`src/rtl/aes_pkg.sv`:
```
// rtl/aes_pkg.sv - shared AES types, constants and GF(2^8) helper
// Holds the key-schedule FSM state type, the round count, the round-constant
// table and the 128-bit key / 32-bit word typedefs used by the AES blocks.
package aes_pkg;

  localparam int NUM_ROUNDS = 10;

  typedef enum logic [1:0] {
    IDLE,
    STREAM,
    FINISH
  } state_t;

  typedef logic [127:0] key_t;
  typedef logic [31:0]  word_t;

  localparam logic [7:0] RCON_TABLE [10] = '{
    8'h01, 8'h02, 8'h04, 8'h08, 8'h10, 8'h20, 8'h40, 8'h80, 8'h1b, 8'h36
  };

  // Multiply by x in GF(2^8) modulo x^8+x^4+x^3+x+1.
  function automatic logic [7:0] xtime(input logic [7:0] b);
    return {b[6:0], 1'b0} ^ (b[7] ? 8'h1b : 8'h00);
  endfunction

endpackage

```
`src/rtl/aes_sbox.sv`:
```
// rtl/aes_sbox.sv - combinational AES forward S-box
// Ports: a - input byte; y - substituted byte.
module aes_sbox (
  input  logic [7:0] a,
  output logic [7:0] y
);

  // Entry 0 sits in the top byte, so entry n starts at bit (255-n)*8 = {~n, 3'b0}.
  localparam logic [2047:0] SBOX = {
    128'h637c777bf26b6fc53001672bfed7ab76,
    128'hca82c97dfa5947f0add4a2af9ca472c0,
    128'hb7fd9326363ff7cc34a5e5f171d83115,
    128'h04c723c31896059a071280e2eb27b275,
    128'h09832c1a1b6e5aa0523bd6b329e32f84,
    128'h53d100ed20fcb15b6acbbe394a4c58cf,
    128'hd0efaafb434d338545f9027f503c9fa8,
    128'h51a3408f929d38f5bcb6da2110fff3d2,
    128'hcd0c13ec5f974417c4a77e3d645d1973,
    128'h60814fdc222a908846eeb814de5e0bdb,
    128'he0323a0a4906245cc2d3ac629195e479,
    128'he7c8376d8dd54ea96c56f4ea657aae08,
    128'hba78252e1ca6b4c6e8dd741f4bbd8b8a,
    128'h703eb5664803f60e613557b986c11d9e,
    128'he1f8981169d98e949b1e87e9ce5528df,
    128'h8ca1890dbfe6426841992d0fb054bb16
  };

  assign y = SBOX[{~a, 3'b000} +: 8];

endmodule

```
`src/rtl/aes_key_sched.sv`:
```
// rtl/aes_key_sched.sv - AES-128 round-key expander with valid/ready output
// Ports: clk, reset (async, active-high); start/key_in request an expansion;
// rk_valid/rk_ready handshake round keys rk_data tagged with rk_round 0..10;
// busy is high outside IDLE; done pulses once after round key 10 is taken.
module aes_key_sched #(
  parameter int NUM_ROUNDS = aes_pkg::NUM_ROUNDS  // only 10 is supported
) (
  input  logic         clk,
  input  logic         reset,
  input  logic         start,
  input  logic [127:0] key_in,
  output logic         rk_valid,
  input  logic         rk_ready,
  output logic [3:0]   rk_round,
  output logic [127:0] rk_data,
  output logic         busy,
  output logic         done
);

  import aes_pkg::*;

  localparam logic [3:0] LAST_ROUND = 4'(NUM_ROUNDS);

  state_t     state;
  logic [7:0] rcon;
  word_t      w0, w1, w2, w3, w4, w5, w6, w7;
  word_t      rot, sub;
  key_t       next_key;

  // Next round key is derived from the registered key so a new key is ready
  // every cycle the consumer keeps rk_ready high.
  assign {w0, w1, w2, w3} = rk_data;
  assign rot = {w3[23:0], w3[31:24]};

  for (genvar i = 0; i < 4; i++) begin : g_sbox
    aes_sbox u_sbox (
      .a(rot[8*i +: 8]),
      .y(sub[8*i +: 8])
    );
  end

  assign w4 = w0 ^ sub ^ {rcon, 24'h0};
  assign w5 = w4 ^ w1;
  assign w6 = w5 ^ w2;
  assign w7 = w6 ^ w3;
  assign next_key = {w4, w5, w6, w7};

  always_ff @(posedge clk or posedge reset) begin
    if (reset) begin
      state    <= IDLE;
      rk_valid <= 1'b0;
      busy     <= 1'b0;
      done     <= 1'b0;
      rk_round <= 4'd0;
      rk_data  <= '0;
      rcon     <= RCON_TABLE[0];
    end else begin
      case (state)
        IDLE: begin
          done <= 1'b0;
          if (start) begin
            rk_data  <= key_in;
            rk_round <= 4'd0;
            rcon     <= RCON_TABLE[0];
            rk_valid <= 1'b1;
            busy     <= 1'b1;
            state    <= STREAM;
          end
        end
        STREAM: begin
          if (rk_ready) begin
            if (rk_round == LAST_ROUND) begin
              rk_valid <= 1'b0;
              done     <= 1'b1;
              state    <= FINISH;
            end else begin
              rk_data  <= next_key;
              rk_round <= rk_round + 4'd1;
              rcon     <= xtime(rcon);
            end
          end
        end
        FINISH: begin
          done  <= 1'b0;
          busy  <= 1'b0;
          state <= IDLE;
        end
        default: state <= IDLE;
      endcase
    end
  end

endmodule

```
`config.mk`:
```
export PLATFORM = sky130hd
export DESIGN_NAME = aes_key_sched
export DESIGN_NICKNAME = d
export VERILOG_FILES = /design/src/rtl/aes_pkg.sv /design/src/rtl/aes_sbox.sv /design/src/rtl/aes_key_sched.sv
export SDC_FILE = /design/constraint.sdc
export NUM_CORES = 1
export LEC_CHECK = 0
export ABC_AREA = 1
export BUFFER_PORTS_ARGS = -buffer_cell sky130_fd_sc_hd__buf_4
export CORE_ASPECT_RATIO = 1.25
export CORE_MARGIN = 2
export CORE_UTILIZATION = 45
export CTS_CLUSTER_DIAMETER = 80
export DETAILED_ROUTE_END_ITERATION = 8
export HOLD_SLACK_MARGIN = 0.15
export MAX_ROUTING_LAYER = met4
export RECOVER_POWER = 100
export SLEW_MARGIN = 5
export SYNTH_ARGS = -nofsm -noshare
export SYNTH_HDL_FRONTEND = slang
export SYNTH_SLANG_ARGS = --single-unit
```
`constraint.sdc`:
```
create_clock -name clk -period 6.1 [get_ports clk]
set_clock_uncertainty 0.1 [all_clocks]
set_input_delay 0.915 -clock clk [delete_from_list [all_inputs] [get_ports clk]]
set_output_delay 0.915 -clock clk [all_outputs]
set_load 0.02 [all_outputs]
```
; ---- Yosys cells after proc, flatten, opt, wreduce, memory -nomap -nowiden
; Index checks and enable logic that the tools add are counted.
[word_totals]
ff_bits = 145
latchBits = 0
mem_bits_rw = 0
mem_bits_ro = 0
inputBits = 132
out_inout_bits = 135
word_cells = 64
mem_count = 0
[op_classes]
addsub = 1
multipliers = 0
n_div = 0
order_cmp = 0
n_eq_ne = 7
shift = 4
mux = 25
bitwise = 10
n_reduce_logical = 10
[op_table]
columns = cell, n
row1 = "variable part select 2048 x 12 -> 8 bit, first input constant", 4
row2 = two-way mux 128 bit, 3
row3 = case mux 128 bit (2 select lines), 1
row4 = bitwise XOR 32 bit, 5
row5 = inverter 8 bit, 4
row6 = two-way mux 8 bit, 3
row7 = case mux 8 bit (2 select lines), 1
row8 = two-way mux 4 bit, 3
row9 = "!= test 2 bit, second input constant", 4
row10 = case mux 4 bit (2 select lines), 1
row11 = AND reduction 4 bit, 2
row12 = bitwise XOR 8 x 5 -> 8 bit, 1
row13 = two-way mux 2 bit, 3
row14 = case mux 1 bit (2 select lines), 3
row15 = AND reduction 3 bit, 2
row16 = nonzero test 2 bit, 3
row17 = two-way mux 1 bit, 5
row18 = two-way mux 5 bit, 1
row19 = "adder 4 x 1 -> 4 bit, second input constant", 1
row20 = "equality test 4 bit, second input constant", 1
row21 = case mux 2 bit (2 select lines), 1
row22 = "equality test 2 x 1 -> 1 bit, second input constant", 1
row23 = "equality test 2 bit, second input constant", 1
row24 = zero test 2 bit, 1
row25 = other kinds (2), 2

; ---- Logic depth before layout (Yosys ltp)
[logic_depth]
depth_word = 10
depth_mapped = 23
depth_no_buf = 22

; ---- Cells and area by module
; Synthesis repeated with hierarchy kept, for this count alone.
[unflattened]
hier_cells = 3708
hier_area_um2 = 20134.3
[by_module_without_submodules]
columns = module, n_inst, cells_each, area_per_inst_um2, seq_area_each_um2
row1 = aes_sbox, 4, 626, 2911.5, 0.0
row2 = aes_key_sched, 1, 1204, 8488.1, 3629.7

; ---- Worst setup path before layout
; OpenSTA, ideal clock, no wires.
[synth_path]
path_kind = reg2reg
startpoint = reg rk_data[25]
endpoint = reg rk_data[3]
setup_ns = 0.116
t_arrival_ns = 2.691
t_required_ns = 5.884
slack_ns = 3.192
path_stages_with_launch = 20
n_path_buf = 1
synth_period_minus_slack_ns = 2.908
path_cell_list = dfrtp_1 -> inv_2 -> ha_1 -> nand2_1 -> buf_2 -> nand3_1 -> nand3_1 -> nand2_1 -> nand2_1 -> nand3_1 -> nand3_1 -> nand2_1 -> nand2_1 -> nand3_1 -> nand2_1 -> nand2_1 -> nand3_1 -> nand3_1 -> nand2_1 -> nand2_1
[synth_via]
elab_chain_len = 10
[synth_lines]
columns = element, line_no
row1 = start: declaration, aes_key_sched.sv:15  ; output logic [127:0] rk_data,
row2 = start signal: assignment, aes_key_sched.sv:62  ; rk_data <= key_in;
row3 = start signal: assignment, aes_key_sched.sv:77  ; rk_data <= next_key;
row4 = inverter 8 bit, aes_sbox.sv:28  ; assign y = SBOX[{~a, 3'b000} +: 8];
row5 = variable part select 2048 x 12 -> 8 bit, aes_sbox.sv:28
row6 = bitwise XOR 32 bit (2 in series), aes_key_sched.sv:42  ; assign w4 = w0 ^ sub ^ {rcon, 24'h0};
row7 = bitwise XOR 32 bit, aes_key_sched.sv:43  ; assign w5 = w4 ^ w1;
row8 = bitwise XOR 32 bit, aes_key_sched.sv:44  ; assign w6 = w5 ^ w2;
row9 = bitwise XOR 32 bit, aes_key_sched.sv:45  ; assign w7 = w6 ^ w3;
row10 = two-way mux 128 bit, aes_key_sched.sv:72  ; if (rk_round == LAST_ROUND) begin
row11 = two-way mux 128 bit, aes_key_sched.sv:71  ; if (rk_ready) begin
row12 = case mux 128 bit (2 select lines), aes_key_sched.sv:58  ; case (state)
; Every way passes these cells. The select of a mux whose other input is x is not followed.
; A chain may end at the register's enable or synchronous reset.

; ---- Worst setup path in the final report
[layout_path]
startpoint = reg rk_data[16]
endpoint = reg rk_data[25]
; Same word-level chain as after synthesis.

==> impl_metrics.env <==
export IMPL_io_pin_count=267
export IMPL_post_cts_buffers=0
export IMPL_ys_seq_elements=145
export IMPL_post_drt_wl_per_cell_um=23.1
export IMPL_slew_headroom_pct=-102
export IMPL_grt_pass1_vias=26100
export IMPL_root_buffer="clkbuf_16"
export IMPL_area_growth_pct=8.37
export IMPL_syn_avg_cell_area_um2=5.48
export IMPL_fp_row_count=88
export IMPL_hp_class="flip-flop to flip-flop"
export IMPL_synth_edff_count=0
export IMPL_yosysSeqAreaShare_pct=17.3
export IMPL_synthTopCellsByArea="nand3_1 (30%), nand2_1 (20%), dfrtp_1 (17%)"
export IMPL_ff2ff_path_depth=22
export IMPL_startpoint_type="flip-flop"
export IMPL_routed_via_count=28500
export IMPL_cts_inserted_buffers=17
export IMPL_worstPathMaxFanout=15
export IMPL_synth_top_area_share_pct=29.7
export IMPL_htree_levels=4
export IMPL_cp_cell_sequence="clkbuf_1 > inv_1 > ha_1 > nand2_1 > nand2_1 > inv_1 > nand2_1 > nand3_1 > nand3_1 > nand3_1 > nand3_1 > nand2_1 > nand2_1 > nand2_1 > nand2_1 > nand2_1 > nand2_1 > nand2_1 > nand2_1 > nand3_1 > nand2_1 > nand2_1"
export IMPL_first_pass_iters=9
export IMPL_cts_resized_gates=0
export IMPL_fin_setup_tns_ns=0
export IMPL_coreArea_mm2=0.0461
export IMPL_drtAntennaViolNets=0
export IMPL_dieArea_mm2=0.0484
export IMPL_dp_hpwl_um=72900
export IMPL_critPathBufInv=3
export IMPL_cp_common_cell="nand2_1"
export IMPL_synth_ff_type="dfrtp_1"
export IMPL_cp_top_family="simple AND/OR/NAND/NOR gates"
export IMPL_tightest_slew_ns=3.01
export IMPL_fmax_ghz=0.198
export IMPL_rsz0062_at_grt="false"
export IMPL_antenna_found_initial=4
export IMPL_ff2ff_setup_slack_ns=1.06
export IMPL_pre_cts_slack_ns=2.06
export IMPL_r2r_end="rk_data[25]"
export IMPL_cp_slowest_cell="clkbuf_1"
export IMPL_clk_latency_ns=0.47
export IMPL_synthTopCellsByCount="nand3_1 (1248), nand2_1 (1109), nor2_1 (266)"
export IMPL_fillers=5260
export IMPL_gr_usage_all_layers_pct=42.5
export IMPL_cts_hold_buf=0
export IMPL_detail_route_iter0_violations=4369
export IMPL_cp_data_required_time_ns=6.37
export IMPL_vias_per_cell=6.35
export IMPL_dpl_cell_area_mm2=0.0227
export IMPL_async_flop_share_pct=100
export IMPL_max_cap_viol_count=12
export IMPL_slew_viol_final=586
export IMPL_grt_remaining_overflow=0
export IMPL_r2r_start="rk_data[16]"
export IMPL_die_w_um=197
export IMPL_setup_worst_path_end="rk_data[25]"
export IMPL_synth_most_common_cell="nand3_1"
export IMPL_die_h_um=246
export IMPL_final_setup_worst_slack_ns=1.06
export IMPL_synth_nets=4025
export IMPL_nNetsFinal=4082
export IMPL_status="complete, but fails checks"
export IMPL_crit_cells=22
export IMPL_worst_setup_path_end_kind="flip-flop"
export IMPL_synth_area_leader_cell="nand3_1"
export IMPL_synthesis_area_mm2=0.0210
export IMPL_ys_warn_count=0
export IMPL_path_class="flip-flop to flip-flop"
export IMPL_crit_path_max_incr_delay_ns=0.85
export IMPL_period_share_pct=82.7
export IMPL_gp_congestion=1.05
export IMPL_start_util_pct=45.5
export IMPL_arrival_ns=5.31
export IMPL_wl_um=104000
export IMPL_failed_checks="max-capacitance violations, max-slew violations"
export IMPL_portBuffers=266
export IMPL_syn_inst=3831
export IMPL_hold_viol=0
export IMPL_cts_path_max_buffers=2
export IMPL_cts_sinks=145
export IMPL_instances_no_fill=4490
export IMPL_drive_gt1_share_pct=7.61
export IMPL_cts_tree="yes"
export IMPL_grt_first_pass_wirelength_um=155000
export IMPL_clkTransAtPathRegs_ns=0.08
export IMPL_placed_cells=4454
export IMPL_setup_viol_count_final=0
export IMPL_postLayoutCellArea_mm2=0.0228
export IMPL_crit_start="rk_data[16]"
export IMPL_drc=0
export IMPL_synth_cell_type_count=36
export IMPL_period_minus_slack_ns=5.04
export IMPL_grt_max_degree=195
==> how the worst min path moves through the flow <==
stage               slack, ns  depth (start not counted)     start        to
floorplan                0.38                          1  state[1]      busy
global placement         0.38                          2      done      done
detailed placement       0.38                          2      done      done
CTS                      0.40                          2  rk_valid  rk_valid
global route             0.42                          2  rk_valid  rk_valid
finish                   0.39                          2  rk_valid  rk_valid
==> layout by cell type, fill, tap and decap left out, types with 17 or more instances in the layout <==
master     instances
o22ai_1           92
buf_4            175
nand2_1         1115
a21oi_1          160
clkbuf_1         132
nand2_2           38
nor2_1           267
clkbuf_16         17
ha_1              62
inv_1            206
nand3_1         1251
dfrtp_1          141
o21ai_0          124
==> layout make-up <==
cell class / count / area, µm² / share of cell area (%)
clock inverters: 11 / 153 / 0.670
well taps: 585 / 732 / 3.21
repair buffers: 308 / 1830 / 8.06
inverters: 233 / 892 / 3.92
diodes: 4 / 10.0 / 0.0440
flip-flops and latches: 145 / 3630 / 16.0
multi-input cells: 3183 / 15100 / 66.1
clock buffers: 21 / 460 / 2.02
==> registers in the layout, indices dropped and copies added (netlist names) <==
name and count:
rk_round 4, rcon 8, busy 1, done 1, rk_data 128, rk_valid 1, state 2
==> tightest hold or removal path, stage by stage, from the launching register on <==
cell and delay, ns:
dfrtp_1 0.35, nand2_1 0.05, nand2_1 0.05
==> metrics by stage <==
step,hold WS (ns),utilization (%)
finish,0.391,49.4
global route,0.423,49.4
CTS,0.396,50.5
detailed placement,0.376,49.2
global placement,0.376,49.2
floorplan,0.385,-
==> routing by layer <==
layer | vias up | part of all wire [%] | GRT usage [%] | wire length, µm
met5 | - | 0 | - | 0
met2 | 2009 | 45 | 65.1 | 46500
met4 | 0 | 8.2 | 31.2 | 8530
li1 | 13100 | - | - | -
met3 | 507 | 10 | 7.52 | 10700
met1 | 12900 | 37 | 50.0 | 38000
==> cells by family after synthesis <==
logic type | Yosys count | synth area share [%]
DFF | 145 | 17.3
AOI/OAI and AO/OA | 398 | 10.3
buffers and inverters | 503 | 10.9
and+or+nand+nor | 2714 | 57.5
xor gates and xnor gates | 9 | 0.375
adders and majority gates | 62 | 3.69
Power is left out: the tool's default activity adds up to more than one toggle a clock period on the data nets, which glitch-free logic cannot reach.
